==> src/rtl/odo_pkg.sv <==
// Shared types and constants for the wheel odometry front end.
package odo_pkg;

  typedef enum logic {
    IDLE,
    SEND
  } send_state_e;

  localparam int unsigned MIN_WINDOW = 2;
  localparam int unsigned ID_W       = 3;

endpackage

==> src/rtl/wheel_window_sched_if.sv <==
// Valid/ready stream carrying one wheel snapshot word per transfer.
interface wheel_window_sched_if
  import odo_pkg::*;
#(
  parameter int unsigned CNT_W = 8
) ();

  logic             out_valid;
  logic             out_ready;
  logic [ID_W-1:0]  out_id;
  logic [CNT_W-1:0] out_count;
  logic             out_last;

  modport master (
    output out_valid,
    output out_id,
    output out_count,
    output out_last,
    input  out_ready
  );

  modport slave (
    input  out_valid,
    input  out_id,
    input  out_count,
    input  out_last,
    output out_ready
  );

endinterface

==> src/rtl/window_timer.sv <==
// Measurement window timer: flags the last cycle of each window and any aborted window.
module window_timer
  import odo_pkg::*;
#(
  parameter int unsigned TMR_W = 16
) (
  input  logic             CLK,
  input  logic             RST,
  input  logic             enable,
  input  logic [TMR_W-1:0] window_len,
  output logic             window_end,
  output logic             abort_clear
);

  logic [TMR_W-1:0] tmr_q, tmr_d;
  logic [TMR_W-1:0] len_q;
  logic [TMR_W-1:0] clamped_len;
  logic [TMR_W-1:0] cur_len;
  logic             run_q;

  always_comb begin
    clamped_len = (window_len < TMR_W'(MIN_WINDOW)) ? TMR_W'(MIN_WINDOW) : window_len;
    // Length is latched on the first cycle of a window; later changes wait for the next one.
    cur_len     = (tmr_q == '0) ? clamped_len : len_q;
    window_end  = enable && (tmr_q == cur_len - TMR_W'(1));
    abort_clear = run_q && !enable;
    tmr_d       = (!enable || window_end) ? '0 : tmr_q + TMR_W'(1);
  end

  always_ff @(posedge CLK or posedge RST) begin
    if (RST) begin
      tmr_q <= '0;
      len_q <= TMR_W'(MIN_WINDOW);
      run_q <= 1'b0;
    end else begin
      tmr_q <= tmr_d;
      run_q <= enable;
      if (enable && (tmr_q == '0)) begin
        len_q <= clamped_len;
      end
    end
  end

endmodule

==> src/rtl/wheel_window_sched.sv <==
// Windowed snapshot of all wheel pulse counters, drained one wheel per stream transfer.
module wheel_window_sched
  import odo_pkg::*;
#(
  parameter int unsigned N_WHEELS = 4,
  parameter int unsigned CNT_W    = 8,
  parameter int unsigned TMR_W    = 16,
  parameter int unsigned OVR_W    = 8
) (
  input  logic                      CLK,
  input  logic                      RST,
  input  logic                      enable,
  input  logic [TMR_W-1:0]          window_len,
  input  logic [N_WHEELS*CNT_W-1:0] pulse_cnt,
  output logic                      ws_clear,
  output logic                      frame_drop,
  output logic [OVR_W-1:0]          ovr_cnt,
  wheel_window_sched_if.master      os
);

  localparam logic [ID_W-1:0] LAST_ID = ID_W'(N_WHEELS - 1);

  send_state_e      state_q, state_d;
  logic [ID_W-1:0]  k_q, k_d;
  logic [CNT_W-1:0] snap_q [N_WHEELS];

  logic window_end;
  logic abort_clear;
  logic hs;
  logic final_hs;
  logic capture;
  logic overrun;

  window_timer #(
    .TMR_W (TMR_W)
  ) u_timer (
    .CLK         (CLK),
    .RST         (RST),
    .enable      (enable),
    .window_len  (window_len),
    .window_end  (window_end),
    .abort_clear (abort_clear)
  );

  // A window ending on the final handshake reloads the snapshot instead of dropping it.
  assign hs       = (state_q == SEND) && os.out_ready;
  assign final_hs = hs && (k_q == LAST_ID);
  assign capture  = window_end && ((state_q == IDLE) || final_hs);
  assign overrun  = window_end && !capture;

  always_ff @(posedge CLK or posedge RST) begin
    if (RST) begin
      state_q <= IDLE;
      k_q     <= '0;
    end else begin
      state_q <= state_d;
      k_q     <= k_d;
    end
  end

  always_comb begin
    state_d = state_q;
    k_d     = k_q;
    unique case (state_q)
      IDLE: begin
        if (capture) begin
          state_d = SEND;
          k_d     = '0;
        end
      end
      SEND: begin
        if (final_hs) begin
          state_d = capture ? SEND : IDLE;
          k_d     = '0;
        end else if (hs) begin
          k_d = k_q + ID_W'(1);
        end
      end
      default: begin
        state_d = IDLE;
        k_d     = '0;
      end
    endcase
  end

  always_comb begin
    os.out_valid = (state_q == SEND);
    os.out_id    = k_q;
    os.out_last  = (state_q == SEND) && (k_q == LAST_ID);
    os.out_count = '0;
    for (int i = 0; i < N_WHEELS; i++) begin
      if (k_q == ID_W'(i)) begin
        os.out_count = snap_q[i];
      end
    end
  end

  always_ff @(posedge CLK or posedge RST) begin
    if (RST) begin
      ws_clear   <= 1'b0;
      frame_drop <= 1'b0;
      ovr_cnt    <= '0;
      for (int i = 0; i < N_WHEELS; i++) begin
        snap_q[i] <= '0;
      end
    end else begin
      ws_clear   <= window_end || abort_clear;
      frame_drop <= overrun;
      if (overrun && (ovr_cnt != '1)) begin
        ovr_cnt <= ovr_cnt + OVR_W'(1);
      end
      if (capture) begin
        for (int i = 0; i < N_WHEELS; i++) begin
          snap_q[i] <= pulse_cnt[i*CNT_W +: CNT_W];
        end
      end
    end
  end

endmodule

==> src/flat_wrapper.sv <==
// flat-port wrapper written by rule: the top's interface ports become plain ports
module wheel_window_sched_flat import odo_pkg::*;
#(
  parameter int unsigned N_WHEELS = 4,
  parameter int unsigned CNT_W    = 8,
  parameter int unsigned TMR_W    = 16,
  parameter int unsigned OVR_W    = 8
)
  (CLK, RST, enable, window_len, pulse_cnt, ws_clear, frame_drop, ovr_cnt, os_out_valid, os_out_id, os_out_count, os_out_last, os_out_ready);
  wheel_window_sched_if #(.CNT_W(CNT_W)) os_i ();
  input  logic CLK;
  input  logic RST;
  input  logic enable;
  input  logic [TMR_W-1:0] window_len;
  input  logic [N_WHEELS*CNT_W-1:0] pulse_cnt;
  output logic ws_clear;
  output logic frame_drop;
  output logic [OVR_W-1:0] ovr_cnt;
  output wire logic [$bits(os_i.out_valid)-1:0] os_out_valid;
  output wire logic [$bits(os_i.out_id)-1:0] os_out_id;
  output wire logic [$bits(os_i.out_count)-1:0] os_out_count;
  output wire logic [$bits(os_i.out_last)-1:0] os_out_last;
  input wire logic [$bits(os_i.out_ready)-1:0] os_out_ready;
  assign os_out_valid = os_i.out_valid;
  assign os_out_id = os_i.out_id;
  assign os_out_count = os_i.out_count;
  assign os_out_last = os_i.out_last;
  assign os_i.out_ready = os_out_ready;
  wheel_window_sched #(.N_WHEELS(N_WHEELS), .CNT_W(CNT_W), .TMR_W(TMR_W), .OVR_W(OVR_W)) u_core (.CLK(CLK), .RST(RST), .enable(enable), .window_len(window_len), .pulse_cnt(pulse_cnt), .ws_clear(ws_clear), .frame_drop(frame_drop), .ovr_cnt(ovr_cnt), .os(os_i));
endmodule
==> config.mk <==
export PLATFORM = sky130hd
export DESIGN_NAME = wheel_window_sched_flat
export DESIGN_NICKNAME = d
export VERILOG_FILES = /design/src/rtl/odo_pkg.sv /design/src/rtl/wheel_window_sched_if.sv /design/src/rtl/window_timer.sv /design/src/rtl/wheel_window_sched.sv /design/src/flat_wrapper.sv
export SDC_FILE = /design/constraint.sdc
export NUM_CORES = 1
export LEC_CHECK = 0
export BUFFER_PORTS_ARGS = -buffer_cell sky130_fd_sc_hd__buf_2
export CAP_MARGIN = 20
export CORE_ASPECT_RATIO = 0.5
export CORE_MARGIN = 1.5
export CORE_UTILIZATION = 55
export CTS_BUF_LIST = sky130_fd_sc_hd__clkbuf_4 sky130_fd_sc_hd__clkbuf_8
export DETAILED_ROUTE_END_ITERATION = 10
export HOLD_SLACK_MARGIN = 0.08
export MAX_ROUTING_LAYER = met4
export PLACE_DENSITY = 0.77
export SYNTH_ARGS = -nofsm -noshare
export SYNTH_HDL_FRONTEND = slang
export SYNTH_SLANG_ARGS = --single-unit
==> constraint.sdc <==
create_clock -name CLK -period 6.4 [get_ports CLK]
set_input_delay 0.96 -clock CLK [delete_from_list [all_inputs] [get_ports CLK]]
set_output_delay 0.96 -clock CLK [all_outputs]
set_load 0.05 [all_outputs]
Word-level counts from Yosys, hierarchy flattened

Cells that the tools add are included.

Register bits: 79
Bits of input ports: 52
Output and inout bits: 23
Logic and storage cells: 56

$add $sub $neg: 4
$lt $le $gt $ge: 1
Equality and inequality tests: 7
Muxes and demuxes: 14
Bitwise operators: 1
Reduce and logical (&&, ||, !) cells: 17

Operator list:

| operator                                              | count |
|---|---|
| two-way mux 16 bit                                    | 3 |
| two-way mux 8 bit                                     | 4 |
| adder 16 x 1 -> 16 bit, second input constant         | 1 |
| == test 16 bit                                        | 1 |
| zero test 16 bit                                      | 1 |
| < comparator 16 x 2 -> 1 bit, second input constant   | 1 |
| subtractor 16 x 1 -> 16 bit, second input constant    | 1 |
| logical AND 1 bit                                     | 9 |
| two-way mux 3 bit                                     | 3 |
| adder 8 x 1 -> 8 bit, second input constant           | 1 |
| inequality test 8 bit, second input constant          | 1 |
| == test 3 x 2 -> 1 bit, second input constant         | 2 |
| one-hot mux 3 bit (2 select lines)                    | 1 |
| adder 3 x 1 -> 3 bit, second input constant           | 1 |
| == test 3 x 1 -> 1 bit, second input constant         | 1 |
| zero test 3 bit                                       | 1 |
| logical OR 1 bit                                      | 3 |
| inequality test 3 bit, second input constant          | 1 |
| zero test 1 bit                                       | 2 |
| two-way mux 1 bit                                     | 2 |
| inequality test 2 x 1 -> 1 bit, second input constant | 1 |
| one-hot mux 1 bit (2 select lines)                    | 1 |
| AND reduction 2 bit                                   | 1 |
| NOT 1 bit                                             | 1 |

Logic depth before layout (Yosys ltp)

Depth in word-level cells: 10
Gate-level depth with buffers: 18
Depth with buffers taken out: 15

Hierarchy

Synthesis repeated with hierarchy kept, for this count alone.

Cell total of the unflattened synthesis: 490
Area total of the unflattened synthesis: 4827.1 um2

Modules (own cells, without submodules):

| module             | times used | cells each | area an instance (um2) | seq. area each (um2) |
|---|---|---|---|---|
| window_timer       | 1          | 296        | 2631.3                 | 827.0 |
| wheel_window_sched | 1          | 194        | 2195.9                 | 1151.1 |

Least setup slack after synthesis

No wires, ideal clock.

Kind: input -> register
Start: input port window_len[10]
End: register u_core.snap_q[0] (netlist bit)
Library setup time: 125 ps
Data arrival time: 4988 ps
Data required time: 6275 ps
Path slack: 1287 ps
Stages on the path: 14
Buffers on the path: 1
Cell sequence: nor4_1 nand3_1 o211a_1 a21oi_1 ha_1 nor3b_1 nand4b_1 or4_1 a21o_1 a22oi_2 o211ai_4 nor4_4 buf_8 mux2_4

Cells in the longest elaborated chain, start to end: 7

RTL lines:

| what                            | line                      | text |
|---|---|---|
| from (decl)                     | flat_wrapper.sv:14        | `input logic [TMR_W-1:0] window_len;` |
| < comparator 16 x 2 -> 1 bit    | window_timer.sv:22        | `clamped_len = (window_len < TMR_W'(MIN_WINDOW)) ? TMR_W'(MIN_WINDOW) : window_len;` |
| two-way mux 16 bit *            | window_timer.sv:22        |  |
| two-way mux 16 bit *            | window_timer.sv:24        | `cur_len = (tmr_q == '0) ? clamped_len : len_q;` |
| subtractor 16 x 1 -> 16 bit *   | window_timer.sv:25        | `window_end = enable && (tmr_q == cur_len - TMR_W'(1));` |
| == test 16 bit *                | window_timer.sv:25        |  |
| logical AND 1 bit *             | window_timer.sv:25        |  |
| logical AND 1 bit *             | wheel_window_sched.sv:48  | `assign capture = window_end && ((state_q == IDLE) \|\| final_hs);` |
| to (signal, indexed assignment) | wheel_window_sched.sv:114 | `snap_q[i] <= pulse_cnt[i*CNT_W +: CNT_W];` |
| to (decl)                       | wheel_window_sched.sv:25  | `logic [CNT_W-1:0] snap_q [N_WHEELS];` |

Mark *: on every way between the ends. The rest lies on a longest branch, timed or not.
A chain may end at the register's enable or synchronous reset.

Final worst setup path

Start: input port window_len[8]
End: register u_core.snap_q[13] (netlist bit)

The elaborated chain is that of the path after synthesis.

==> Flow_metrics.wiki <==
{| class="wikitable"
! Metric !! Value
|-
| Switching power summed over all nets || 511.0 uW
|-
| Reg2Reg Launch Point || u_core.u_timer.tmr_q[0]
|-
| Internal reg-to-reg setup slack || 1.13 ns
|-
| Max IR drop VDD || 114.9 uV
|-
| Total detailed-routing wirelength || 12,380 um
|-
| Register cell area after layout || 1978 sq um
|-
| Final number of hold-violating endpoints || 0
|-
| Drc violations || 0
|-
| Number of pins exceeding their max-slew limit in the final report || 0
|-
| Cell Int Power || 837.4 uW
|-
| Net count of the finished layout || 658
|-
| GRT Overall Usage || 0.2711
|-
| Share of cells above drive strength 1 || 0.2836
|-
| Area grow syn2layout || 12.09%
|-
| Final standard cell count with taps included and fillers excluded || 720
|-
| Weighted congestion reported at the end of routability-driven placement || 0.9020
|-
| Post-CTS Hold Fix Bufs || 0
|-
| Die span in y || 71.66 um
|-
| Worst setup EP type || flop
|-
| Min-Delay Startpoint || u_core.u_timer.run_q
|-
| Maximum achievable frequency || 184.4 MHz
|-
| Overall via count from detail_route || 4,350
|-
| Data required time of the critical path || 6.67 ns
|-
| Final worst path period share || 0.8473
|-
| Net count of the mapped netlist || 593
|-
| Clock tree from TritonCTS || yes
|-
| Post-CTS repair timing setup buffer count || 0
|-
| Final Critical Period || 5.423 ns
|-
| Buffer depth of the longest clock path || 2
|-
| Cell total after placement || 703
|-
| Number of instances in the synthesized netlist || 533
|-
| Die X-Extent || 140.3 um
|-
| Number of ports placed on the die boundary || 75
|-
| Hold Crit Class || reg -> reg
|-
| CTS buffer count || 9
|-
| Core ar. || 8919 sq um
|-
| Count of buffers from port buffering || 74
|-
| Antenna cells || 0
|-
| Post-cts gate resize count || 0
|-
| Sum of overflow across all layers after global routing || 0
|-
| Antenna violations before repair || 0
|-
| Number of enable flip-flop cells after synthesis || 0
|-
| Capture point of the worst reg-to-reg path || u_core.snap_q[13]
|-
| Detailed-router iteration count before antenna repair || 5
|-
| Number of vias per cell after detailed routing || 6.042
|-
| Clock insertion delay at the later pin of the skew report || 0.38 ns
|-
| Fillers || 744
|-
| Final count of negative-setup-slack endpoints || 0
|-
| Part of the Yosys area used for sequential elements || 0.3815
|-
| Detailed-route wire length per cell || 17.19 um
|-
| Die area || 10,050 sq um
|-
| Mean area per synthesized cell || 9.728 sq um
|-
| Initial Utilization || 0.5814
|-
| Cells on Worst Hold Path || 1
|-
| Count of H-tree levels built during CTS || 3
|-
| Headroom to the max-slew limit || 0.3795
|-
| Clock share of power || 0.272
|-
| Final Cell Area || 5812 sq um
|-
| Area taken by multi-input logic gates || 2993 sq um
|-
| Leading post-synthesis cells by cell area || dfrtp_1 (38%), mux2_4 (9.0%), nor2_1 (5.2%)
|-
| Number of sinks handled by clock tree synthesis || 79
|-
| Distinct cell type count after synthesis || 73
|-
| Mapped Area || 5185 sq um
|-
| Vias in the first global route || 4,243
|-
| Unrepaired setup endpoints after global routing || no
|-
| Leakage Power || 2.696 nW
|-
| Result of the run || completed
|-
| Root buffer selected by CTS || clkbuf_8
|-
| Share of total power consumed by net switching || 0.3790
|-
| Type of the worst setup path || in -> reg
|-
| Async S/R FF share, synth || 1.000
|-
| Maximum number of pins on one net before global-route repair || 80
|-
| Count of synthesis-stage warnings from yosys || 0
|-
| Fraction of post-synthesis cell area in the top cell type by area || 0.3764
|-
| Total half-perimeter wirelength after legalization and detailed placement || 8817 um
|-
| Largest fanout of any net on the critical path || 32
|-
| Number of register bits inferred by synthesis || 79
|-
| Power density over the cells || 232.0 nW/um^2
|-
| Reg clk slew, reported paths || 0.09 ns
|-
| Min Hold Slack || 0.4865 ns
|-
| Endpoint arrival time on the critical path || 5.69 ns
|-
| Post-route clock skew || 0.01102 ns
|-
| First-pass GRT wire length || 20,570 um
|-
| Std cell rows || 24
|-
| Max-cap violations || 0
|-
| Dominant register cell in the synthesized netlist || dfrtp_1
|-
| DRC violation total after the first TritonRoute iteration || 307
|-
| Most area-hungry cell type in the Yosys netlist || dfrtp_1
|-
| Setup TNS || 0 ns
|-
| Category of the worst setup path launch point || input port
|-
| Capture endpoint of the worst hold path || u_core.ws_clear
|-
| Post-route ant nets || 0
|-
| Depth of the most critical reg-to-reg path || 15
|-
| Least-Margin Pin Slew || 0.9251 ns
|-
| Relative contribution of combinational cells to total power || 0.289
|-
| Cell Area, Placed || 5599 sq um
|-
| Sequential Power Share || 0.439
|}
[layer usage]
layer,share of wire,GRT usage,wire length (um)
met5,0,-,0
met2,0.46,0.4252,5706
met4,0.018,0.1018,227
met3,0.067,0.06818,827
met1,0.45,0.3433,5618
[power by group through the flow]
stage,clock [mW],combinational (mW),sequential [mW]
final,0.367,0.390,0.592
after global routing,0.396,0.424,0.600
after CTS,0.373,0.386,0.591
after detailed placement,0,0.385,0.600
after floorplan,0,0.271,0.610
after global placement,0,0.377,0.598
[worst max-delay path, stage by stage]
cell and delay, ns:
buf_2 0.13, nor4_1 0.64, nand3_1 0.32, o211a_1 0.32
a21oi_1 0.13, ha_1 0.30, nor3b_1 0.51, nand4b_1 0.27
or4_1 0.50, a21o_1 0.21, a22oi_2 0.19, o211ai_4 0.19
nor4_4 0.37, buf_12 0.28, mux2_2 0.36
[state kept, by name, indices dropped and copies added (netlist names)]
register	cells
u_core.frame_drop	1
u_core.os.out_id	3
u_core.ovr_cnt	8
u_core.snap_q	32
u_core.ws_clear	1
u_core.u_timer.len_q	16
u_core.os.out_valid	1
u_core.u_timer.tmr_q	16
u_core.u_timer.run_q	1
[area by class of cell]
class / instances / area share
Inverter: 16 / 0.01055
Tap cell: 117 / 0.02519
Multi-Input combinational cell: 412 / 0.5150
Sequential cell: 79 / 0.3404
Timing Repair Buffer: 80 / 0.07707
Clock buffer: 11 / 0.02497
Clock inverter: 5 / 0.006889
[through the flow]
| step | power [mW] | worst slack (ns) | util |
|---|---|---|---|
| after floorplan | 0.8803 | 1.287 | - |
| after global placement | 0.9757 | 0.7672 | 0.6278 |
| after detailed placement | 0.9851 | 0.6474 | 0.6278 |
| after CTS | 1.350 | 1.042 | 0.6486 |
| after global routing | 1.420 | 0.7082 | 0.6517 |
| final | 1.348 | 0.9770 | 0.6517 |
[cell usage in the layout, fill, tap and decap left out, types with 3 or more instances in the layout]
cell type / Yosys / routed
dfrtp_1: 78 / 78
buf_2: 2 / 74
nor2_1: 72 / 72
nand2_1: 49 / 49
a21oi_1: 34 / 34
mux2_4: 31 / 31
xor2_1: 19 / 19
nand3_1: 18 / 18
mux2_2: 17 / 17
xnor2_1: 16 / 16
inv_1: 16 / 15
nor3_1: 14 / 14
nand4_1: 13 / 13
nor4_1: 11 / 11
clkbuf_8: 0 / 10
o21ai_0: 9 / 9
ha_1: 8 / 8
mux2i_1: 7 / 7
and2_1: 6 / 6
nor3b_1: 6 / 6
and3_1: 6 / 6
nor4_2: 4 / 4
nor4_4: 4 / 4
or4_1: 4 / 4
o41ai_1: 4 / 4
a31oi_1: 4 / 4
o211ai_1: 4 / 4
buf_4: 1 / 4
nand2b_1: 3 / 3
nand4b_1: 3 / 3
nand3b_1: 3 / 3
clkinvlp_4: 0 / 3
[cells by family after synthesis]
logic type / synth area share
buffers and inverters: 0.04126
AOI/OAI and AO/OA: 0.1100
adders and majority gates: 0.01931
xor gates and xnor gates: 0.06226
muxes: 0.1402
DFF: 0.3815
and+or+nand+nor: 0.2454
[Yosys cell counts (4+ instances only)]
library cell  instances
nor4_1               11
o41ai_1               4
mux2i_1               7
nor4_4                4
mux2_2               17
nand3_1              18
a31oi_1               4
nor4_2                4
nor3_1               14
or4_1                 4
and3_1                6
xor2_1               19
dfrtp_1              78
nor2_1               72
o21ai_0               9
clkbuf_1             16
inv_1                16
nor3b_1               6
nand4_1              13
nand2_1              49
ha_1                  8
mux2_4               31
a21oi_1              34
o211ai_1              4
xnor2_1              16
and2_1                6
[worst max-delay path by stage]
stage,from,endpoint,slack (ns),depth (start not counted)
after global placement,window_len[8],u_core.snap_q[13],0.77,15
after global routing,window_len[8],u_core.snap_q[13],0.71,15
after CTS,window_len[8],u_core.snap_q[13],1.04,15
final,window_len[8],u_core.snap_q[13],0.98,15
after floorplan,window_len[10],u_core.snap_q[0],1.29,14
after detailed placement,window_len[8],u_core.snap_q[12],0.65,15
Power figures use the tool's default switching activity.
